### config.mk
export PLATFORM = sky130hd
export DESIGN_NAME = bin_to_bcd_seq
export DESIGN_NICKNAME = d
export VERILOG_FILES = /design/src/rtl/bin_to_bcd_pkg.sv /design/src/rtl/bin_to_bcd_seq_digit_adj.sv /design/src/rtl/bin_to_bcd_seq.sv
export SDC_FILE = /design/constraint.sdc
export NUM_CORES = 1
export LEC_CHECK = 0
export BUFFER_PORTS_ARGS = -buffer_cell sky130_fd_sc_hd__buf_2
export CORE_ASPECT_RATIO = 1.4
export CORE_MARGIN = 8
export CORE_UTILIZATION = 58
export DETAILED_ROUTE_END_ITERATION = 12
export GPL_TIMING_DRIVEN = 0
export PLACE_DENSITY = 0.82
export SYNTH_ARGS = -nofsm -noshare
export SYNTH_HDL_FRONTEND = slang
export SYNTH_SLANG_ARGS = --single-unit
### constraint.sdc
create_clock -name clk -period 5 [get_ports clk]
set_clock_uncertainty 0.2 [all_clocks]
set_input_delay 1 -clock clk [delete_from_list [all_inputs] [get_ports clk]]
set_output_delay 1 -clock clk [all_outputs]
set_load 0.01 [all_outputs]
### src/rtl/bin_to_bcd_pkg.sv
// bin_to_bcd_pkg: shared FSM encoding and add-3 correction constants for the binary-to-BCD converter.
package bin_to_bcd_pkg;
  typedef enum logic [1:0] {
    IDLE  = 2'd0,
    SHIFT = 2'd1,
    DONE  = 2'd2
  } state_t;
  localparam int DIGIT_W = 4;
  localparam logic [DIGIT_W-1:0] ADJ_THRESH = 4'd5;
  localparam logic [DIGIT_W-1:0] ADJ_ADD    = 4'd3;
endpackage

### src/rtl/bin_to_bcd_seq_digit_adj.sv
// bcd_digit_adj: double-dabble digit correction, adds 3 to a BCD digit that is 5 or more.
module bcd_digit_adj
  import bin_to_bcd_pkg::*;
(
  input  logic [DIGIT_W-1:0] i_d,
  output logic [DIGIT_W-1:0] o_d
);
  assign o_d = (i_d >= ADJ_THRESH) ? i_d + ADJ_ADD : i_d;
endmodule

### src/rtl/bin_to_bcd_seq.sv
// bin_to_bcd_seq: sequential shift-add-3 binary-to-BCD converter with valid/ready on both sides.
// Define BIN_TO_BCD_OVF_EN to get a sticky overflow flag; otherwise ovf is tied low.
module bin_to_bcd_seq
  import bin_to_bcd_pkg::*;
#(
  parameter int BIN_W  = 8,
  parameter int DIGITS = 3
) (
  input  logic                    clk,
  input  logic                    rst_n,
  input  logic                    in_valid,
  output logic                    in_ready,
  input  logic [BIN_W-1:0]        bin,
  output logic                    out_valid,
  input  logic                    out_ready,
  output logic [DIGIT_W*DIGITS-1:0] bcd,
  output logic                    ovf
);
  localparam int BCD_W = DIGIT_W * DIGITS;
  localparam int CAT_W = BCD_W + BIN_W;
  localparam int CNT_W = (BIN_W > 1) ? $clog2(BIN_W) : 1;
  state_t             r_state;
  logic               r_in_ready;
  logic               r_out_valid;
  logic [BCD_W-1:0]   r_bcd;
  logic [BIN_W-1:0]   r_sh;
  logic [CNT_W-1:0]   r_cnt;
  logic [BCD_W-1:0]   w_adj;
  logic [CAT_W-1:0]   w_cat;
  logic               w_accept;
  for (genvar d = 0; d < DIGITS; d++) begin : g_adj
    bcd_digit_adj u_adj (
      .i_d(r_bcd[d*DIGIT_W +: DIGIT_W]),
      .o_d(w_adj[d*DIGIT_W +: DIGIT_W])
    );
  end
  assign w_cat    = {w_adj, r_sh};
  assign w_accept = (r_state == IDLE) && in_valid && r_in_ready;
  // The bit leaving the top digit is rotated into the spent low end of the shift
  // register; it can never climb back into the BCD field within one conversion.
  always_ff @(posedge clk) begin
    if (!rst_n) begin
      r_state     <= IDLE;
      r_in_ready  <= 1'b0;
      r_out_valid <= 1'b0;
      r_bcd       <= '0;
      r_sh        <= '0;
      r_cnt       <= '0;
    end else begin
      case (r_state)
        IDLE: begin
          r_in_ready <= 1'b1;
          if (w_accept) begin
            r_sh       <= bin;
            r_bcd      <= '0;
            r_cnt      <= CNT_W'(BIN_W - 1);
            r_in_ready <= 1'b0;
            r_state    <= SHIFT;
          end
        end
        SHIFT: begin
          {r_bcd, r_sh} <= {w_cat[CAT_W-2:0], w_cat[CAT_W-1]};
          if (r_cnt == '0) begin
            r_state     <= DONE;
            r_out_valid <= 1'b1;
          end else begin
            r_cnt <= r_cnt - 1'b1;
          end
        end
        DONE: begin
          if (out_ready) begin
            r_state     <= IDLE;
            r_out_valid <= 1'b0;
            r_in_ready  <= 1'b1;
          end
        end
        default: r_state <= IDLE;
      endcase
    end
  end
`ifdef BIN_TO_BCD_OVF_EN
  logic r_ovf;
  always_ff @(posedge clk) begin
    if (!rst_n)                                 r_ovf <= 1'b0;
    else if (w_accept)                          r_ovf <= 1'b0;
    else if (r_state == SHIFT && w_cat[CAT_W-1]) r_ovf <= 1'b1;
  end
  assign ovf = r_ovf;
`else
  assign ovf = 1'b0;
`endif
  assign in_ready  = r_in_ready;
  assign out_valid = r_out_valid;
  assign bcd       = r_bcd;
endmodule

After elaboration in Yosys (flattened, before gate mapping) --
Cells that the tools add are included.
Word-level totals: flip-flop bits (word level) 27, output and inout port bits 15, bits of input ports 12
Operators by class: multiplexer cells 20, add/sub/neg operators 4, magnitude comparators 3, reductions and logical operators 12, eq/ne operators 6
Operator list (count):
- $pmux W12 S2 | 1
- $pmux W8 S2 | 1
- $add A4 B2 Y4 const B | 3
- $ge A4 B3 Y1 const B | 3
- $mux W12 | 1
- $mux W4 | 3
- $reduce_and A3 Y1 | 3
- $mux W8 | 1
- $ne A2 B2 Y1 const B | 4
- $mux W2 | 3
- $mux W3 | 2
- $pmux W2 S3 | 1
- $pmux W3 S2 | 1
- $reduce_bool A2 Y1 | 3
- $mux W1 | 4
- $pmux W1 S2 | 2
- $reduce_and A2 Y1 | 2
- $logic_not A3 Y1 | 1
- $sub A3 B1 Y3 const B | 1
- $eq A2 B1 Y1 const B | 1
- $eq A2 B2 Y1 const B | 1
- $logic_and A1 B1 Y1 | 2
- $logic_not A2 Y1 | 1

Logic depth before layout (Yosys ltp) --
Gate-level depths: netlist of the first run.
word-level depth 5, gate-level depth with buffers 7

By module --
From an unflattened synthesis of the first run, not the netlist that was laid out.
Unflattened totals: cells, all modules 159, area, all modules 1519.0 sq um
Modules (own cells, without submodules):
- bin_to_bcd_seq | instances 1, area each 1214.9 sq um, cells each 111, sequential area each 540.5 sq um
- bcd_digit_adj | instances 3, area each 101.3 sq um, cells each 16, sequential area each 0.0 sq um

Worst setup path before layout of the first run --
No wires, ideal clock.
kind input to register, start in in_valid, end reg r_bcd[0] (netlist: bcd[0]), stages 5, path buffers 1, setup slack 3.025 ns, library setup time 0.118 ns, arrival 1.657 ns, data required time 4.682 ns, path through a21oi_1 or2_1 buf_2 a22oi_1 nor2b_1
On the way: longest elaborated chain between the ends 4
RTL lines:
- start: declaration | RTL line bin_to_bcd_seq.sv:11 | input logic in_valid,
- $logic_and A1 B1 Y1 (2 in series) | RTL line bin_to_bcd_seq.sv:38 | assign w_accept = (r_state == IDLE) && in_valid && r_in_ready;
- $ne A2 B2 Y1 (no source line)
- $reduce_and A2 Y1 (no source line)
- end signal: assignment | RTL line bin_to_bcd_seq.sv:62 | {r_bcd, r_sh} <= {w_cat[CAT_W-2:0], w_cat[CAT_W-1]};
- end: declaration | RTL line bin_to_bcd_seq.sv:25 | logic [BCD_W-1:0] r_bcd;
No other way between the ends. A chain may end at the register's enable or synchronous reset.

Worst setup path in the final report of the first run --
start reg r_bcd[6] (netlist: bcd[6]), end out bcd[6]
RTL lines:
- end: declaration | RTL line bin_to_bcd_seq.sv:16 | output logic [DIGIT_W*DIGITS-1:0] bcd,
No word-level cell between the ends.

==> results.cfg, run 1 <==
[cells_and_area]
final_common_cell = buf_2
final_cell_mix = 30 x buf_2, 27 x dfxtp_1, 17 x nand2_1
final_cell_area_sq_um = 1570
fin_nets = 212
final_layout_size_suffix_gt1_share_pct = 22.0
layout.cells.non_filler = 214
synthToLayoutAreaGrowth_pct = 12.8
antenna_cells = 0

[detailed_routing]
drt_iter0_markers = 34
ant_nets = 0
routed_wl_microns = 3030
firstDrtPassIters = 4
routedWlPerCell_microns = 14.2
routed_via_density = 5.80
vias = 1241
drc = 0

[grt]
grt_pass1_vias = 1248
grt-ovfl-total = 0
antenna_found_initial = 0
track_usage_pct = 15.4
grt_first_pass_wirelength_microns = 5290
grt_max_degree = 17

[clocking]
clock_path_buffers = 2
cts-root-buf = clkbuf_4
cts_setup_buffers = 0
hold_buffers = 0
cts_resized = 0
insertion_delay_ns = 0.34
cts_tree = yes
cts.sinks = 27
path_clk_slew_ns = 0.15
htreeDepth = 1
cts-buffers-inserted = 3

[setup_path]
r2r_start = bcd[0]
critPathRequiredTime_ns = 3.80
crit_chain = buf_2
rrSetupSlack_ns = 3.17
critPathCaptureType = output port
critPathLaunchType = flop
cp_slowest_cell = dfxtp_1
path_buf_inv = 1
max_stage_delay_ns = 0.44
crit_arrival_ns = 0.95
ff2ff_path_depth = 6
crit_type = flop to output port
path_max_fanout = 6
r2r_end = bcd[2]
crit_family = flip-flops

[run]
drv_cap = 0

[sta]
max_freq_ghz = 0.465
fin_setup_tns_ns = 0
worst_slack_ns = 2.85
fin_crit_ns = 2.15
rsz0062_at_grt = no
final_max_slew_viol_count = 0
setup_violations = 0
min_period_over_period_pct = 43.0
hold_viol_final = 0

[floorplan]
die_area_sq_um = 4250
initial_utilization_pct = 59.6
row_count = 21
io_pins = 27
coreArea_sq_um = 2340
die_w_microns = 57.4
die_y_microns = 74.0

[worst_hold_path]
hold-path-cell-count = 2
hold_end = r_sh[0]
hold_start = r_sh[0]
hold_class = flop to flop

[place]
portBuffers = 24
gp_congestion = 0.809
dpl.hpwl_microns = 2350
post_dp_cell_area_sq_um = 1540
placed_cells = 210
pre_cts_ws_ns = 2.76

[power_and_ir_drop]
p_sw_share_pct = 28.8
p_per_area_nw_per_um2 = 259
max-vdd-ir-drop_mv = 0.176
clkPwrFrac_pct = 24.4
p_seq_share_pct = 58.3
p_sw_mw = 0.117
pwr-share-comb_pct = 17.2
p_int_mw = 0.290
leakage_nw = 0.744

[synthesis]
synthCells = 163
ys_warn_count = 0
synth_area_sq_um = 1390
synth_fp_nets = 183
yosysSeqAreaShare_pct = 38.8
yosysUniqueCellTypes = 36
ys_ff_latch = 27
synth.avg_cell_area_sq_um = 8.55

[run_status]
status = complete, no violations
==> through the flow <==
| stage | utilization, % | total power, mW | hold slack, ns |
|---|---|---|---|
| floorplan | - | 0.292 | 0.253 |
| global placement | 66.0 | 0.307 | 0.272 |
| detailed placement | 66.0 | 0.312 | 0.279 |
| CTS | 67.3 | 0.408 | 0.320 |
| global route | 67.3 | 0.426 | 0.342 |
| finish | 67.3 | 0.407 | 0.316 |
==> worst min-delay path: cells and delay by family (launching register included) <==
| kind | cells | cell delay [ns] |
|---|---|---|
| AND/OR/NAND/NOR | 1 | 0.07 |
| AO/OA/AOI/OAI | 1 | 0.07 |
| flip-flops | 1 | 0.36 |
==> worst max-delay path by stage <==
stage | start | end | slack (ns) | depth (start not counted)
2_1_floorplan | in_valid | bcd[0] | 3.02 | 5
3_3_place_gp | in_valid | bcd[1] | 2.80 | 6
3_5_place_dp | in_valid | bcd[9] | 2.76 | 6
4_1_cts | bcd[6] | bcd[6] | 2.85 | 1
5_1_grt | bcd[6] | bcd[6] | 2.79 | 1
6_report | bcd[6] | bcd[6] | 2.85 | 1
==> Yosys cell counts <==
| cell type | number | share of area [%] |
|---|---|---|
| ha_1 | 8 | 7.2 |
| xor2_1 | 1 | 0.63 |
| nand2_1 | 17 | 4.6 |
| nor2b_1 | 4 | 1.8 |
| o21ai_0 | 3 | 1.1 |
| a21oi_1 | 12 | 4.3 |
| a22oi_1 | 1 | 0.54 |
| o221ai_1 | 1 | 0.63 |
| nor3_1 | 2 | 0.72 |
| nand2b_1 | 5 | 2.2 |
| nor2_1 | 4 | 1.1 |
| mux2_2 | 2 | 1.6 |
| a31oi_1 | 1 | 0.45 |
| nand3_1 | 16 | 5.7 |
| o32ai_2 | 1 | 1.2 |
| o22ai_1 | 4 | 1.8 |
| or2_1 | 1 | 0.45 |
| nor3b_1 | 2 | 1.1 |
| o21ai_1 | 5 | 1.8 |
| buf_6 | 1 | 0.81 |
| conb_1 | 1 | 0.27 |
| dfxtp_1 | 27 | 39 |
| a21boi_1 | 3 | 1.6 |
| nor2_2 | 1 | 0.45 |
| and2_1 | 1 | 0.45 |
| nand3b_1 | 1 | 0.54 |
| nand4_1 | 2 | 0.90 |
| inv_1 | 10 | 2.7 |
| buf_4 | 1 | 0.54 |
| clkbuf_1 | 2 | 0.54 |
| buf_2 | 6 | 2.2 |
| nor4bb_1 | 1 | 0.72 |
| o211a_1 | 10 | 7.2 |
| nand2_2 | 2 | 0.90 |
| xnor2_1 | 3 | 1.9 |
| or4b_1 | 1 | 0.72 |
==> power by group through the flow <==
stage	clock network, mW	registers [mW]	logic (mW)
detailed placement	0	0.242	0.0705
global route	0.107	0.239	0.0797
CTS	0.100	0.237	0.0706
floorplan	0	0.241	0.0510
finish	0.0994	0.237	0.0702
global placement	0	0.241	0.0659
==> sequential cells by signal (all words and copies together), names as in the netlist <==
name,flops
r_cnt,3
r_state,2
bcd,12
out_valid,1
in_ready,1
r_sh,8
==> logic make-up (layout without fill, tap and decap cells) <==
group	Yosys count	after routing	synth area share (%)
other	1	1	0.269
muxes	2	2	1.62
and+or+nand+nor	60	60	22.4
xor gates and xnor gates	4	4	2.51
adders and majority gates	8	8	7.18
DFF	27	27	38.8
AOI/OAI and AO/OA	41	41	20.6
buffers and inverters	20	48	6.73
==> metal layers <==
metal	vias up	global-route usage [%]	wire length (microns)
met5	-	0	0
li1	622	-	-
met4	0	5.87	52
met2	34	29.0	1570
met3	5	3.63	164
met1	580	16.0	1250
==> layout make-up <==
type / instances / area, sq um
plain buffers: 10 / 56.3
inverters: 10 / 37.5
multi-input cells: 116 / 759
clock inverters: 1 / 7.51
fillers: 189 / 766
clock buffers: 3 / 22.5
well taps: 23 / 28.8
flip-flops and latches: 27 / 541
repair buffers: 24 / 120
No activity file was read; power rests on OpenSTA's default activity.
==> run 2, diff against run 1 <==
- CORE_UTILIZATION: 58 -> 54
- PLACE_DENSITY: 0.82 -> 0.77
- clock period: 5 -> 2.1 ns (I/O delays scaled with it)
==> run 2 against run 1 <==
Cell area is 0.87% higher. Die area rose by 5.6%. Critical path type is now flop to flop. First-iteration DRC count rose by 8.8%. Critical endpoint is now bcd[2]. Largest power group unchanged.
==> results.cfg, run 2 (synthesis results as in run 1) <==
[run_status]
status = complete, no violations

[place]
portBuffers = 24
dpl.hpwl_microns = 2500
gp_congestion = 0.784

[worst_hold_path]
hold_start = bin[0]
hold_end = r_sh[0]
hold-path-cell-count = 3
hold_class = input pin to flop

[sta]
final_max_slew_viol_count = 0
rsz0062_at_grt = no
max_freq_ghz = 0.535
min_period_over_period_pct = 89.0
setup_violations = 0
fin_setup_tns_ns = 0
fin_crit_ns = 1.87
hold_viol_final = 0

[cells_and_area]
synthToLayoutAreaGrowth_pct = 13.8
largest_reg_flops = 12
final_common_cell = buf_2
final_layout_size_suffix_gt1_share_pct = 22.0
antenna_cells = 0
fin_nets = 212
finish.utilization_pct = 62.6
final_cell_mix = 30 x buf_2, 27 x dfxtp_1, 17 x nand2_1

[clocking]
htreeDepth = 1
path_clk_slew_ns = 0.15
cts_tree = yes
cts_setup_buffers = 0
cts_resized = 0
cts.sinks = 27
clock_path_buffers = 2
insertion_delay_ns = 0.32
hold_buffers = 0
cts-root-buf = clkbuf_4
cts-buffers-inserted = 3

[detailed_routing]
vias = 1243
routedWlPerCell_microns = 13.8
routed_via_density = 5.48
routed_wl_microns = 3140
drc = 0
drt_iter0_markers = 37
ant_nets = 0
firstDrtPassIters = 4

[grt]
grt-ovfl-total = 0
grt_first_pass_wirelength_microns = 5220
antenna_found_initial = 0
grt_max_degree = 16
track_usage_pct = 14.1
grt_pass1_vias = 1209

[floorplan]
io_pins = 27
coreArea_sq_um = 2530
die_w_microns = 58.9
die_area_sq_um = 4490
die_y_microns = 76.1
row_count = 22
initial_utilization_pct = 55.0

[setup_path]
path_max_fanout = 5
crit_arrival_ns = 1.94
critPathCaptureType = flop
r2r_end = bcd[2]
critPathRequiredTime_ns = 2.17
critPathLaunchType = flop
r2r_start = bcd[0]
rrSetupSlack_ns = 0.23
ff2ff_path_depth = 6
crit_type = flop to flop

[power_and_ir_drop]
p_per_area_nw_per_um2 = 603
leakage_nw = 0.748
max-vdd-ir-drop_mv = 0.382

[run]
drv_cap = 0
==> run 2: critical path, stage by stage, from the launching register on <==
cell	delay, ns
dfxtp_1	0.45
inv_1	0.11
ha_1	0.24
nand2b_1	0.08
a21oi_1	0.13
or4b_1	0.52
nand3_1	0.09
==> run 2: where the power goes <==
part           internal (mW)  switching, mW
sequential             0.545         0.0202
clock                 0.0714          0.150
combinational         0.0717         0.0983
==> run 2: layout make-up <==
cell class                 count  area (sq um)
inverter                      10          37.5
tap                           36          45.0
clock buffer                   3          22.5
clock inverter                 1          5.00
fill                         244           946
sequential                    27           541
buffer                        10          56.3
timing repair buffer          24           120
multi-input combinational    116           759
==> run 2: metrics by stage <==
| step | total power [mW] | cell area, sq um | worst slack, ns | instances | hold WS [ns] |
|---|---|---|---|---|---|
| after floorplan | 0.695 | 1390 | 0.361 | 163 | 0.253 |
| after global placement | 0.732 | 1560 | 0.317 | 223 | 0.274 |
| after detailed placement | 0.745 | 1560 | 0.278 | 223 | 0.284 |
| after CTS | 0.960 | 1590 | 0.241 | 227 | 0.217 |
| after global routing | 1.01 | 1590 | 0.156 | 227 | 0.224 |
| final | 0.957 | 1590 | 0.231 | 227 | 0.223 |
==> run 2: metal layers <==
layer	GRT usage [%]	share of wire [%]
met5	0	0
met4	3.61	0.89
met3	2.20	5.1
met2	27.4	54
met1	14.4	40
==> run 2: how the worst max path moves through the flow <==
stage,from,end,slack (ns),depth (start not counted)
after floorplan,bcd[0],bcd[2],0.36,6
after global placement,bcd[0],bcd[2],0.32,6
after detailed placement,bcd[0],bcd[2],0.28,6
after CTS,bcd[0],bcd[2],0.24,6
after global routing,bcd[0],bcd[2],0.16,6
final,bcd[0],bcd[2],0.23,6
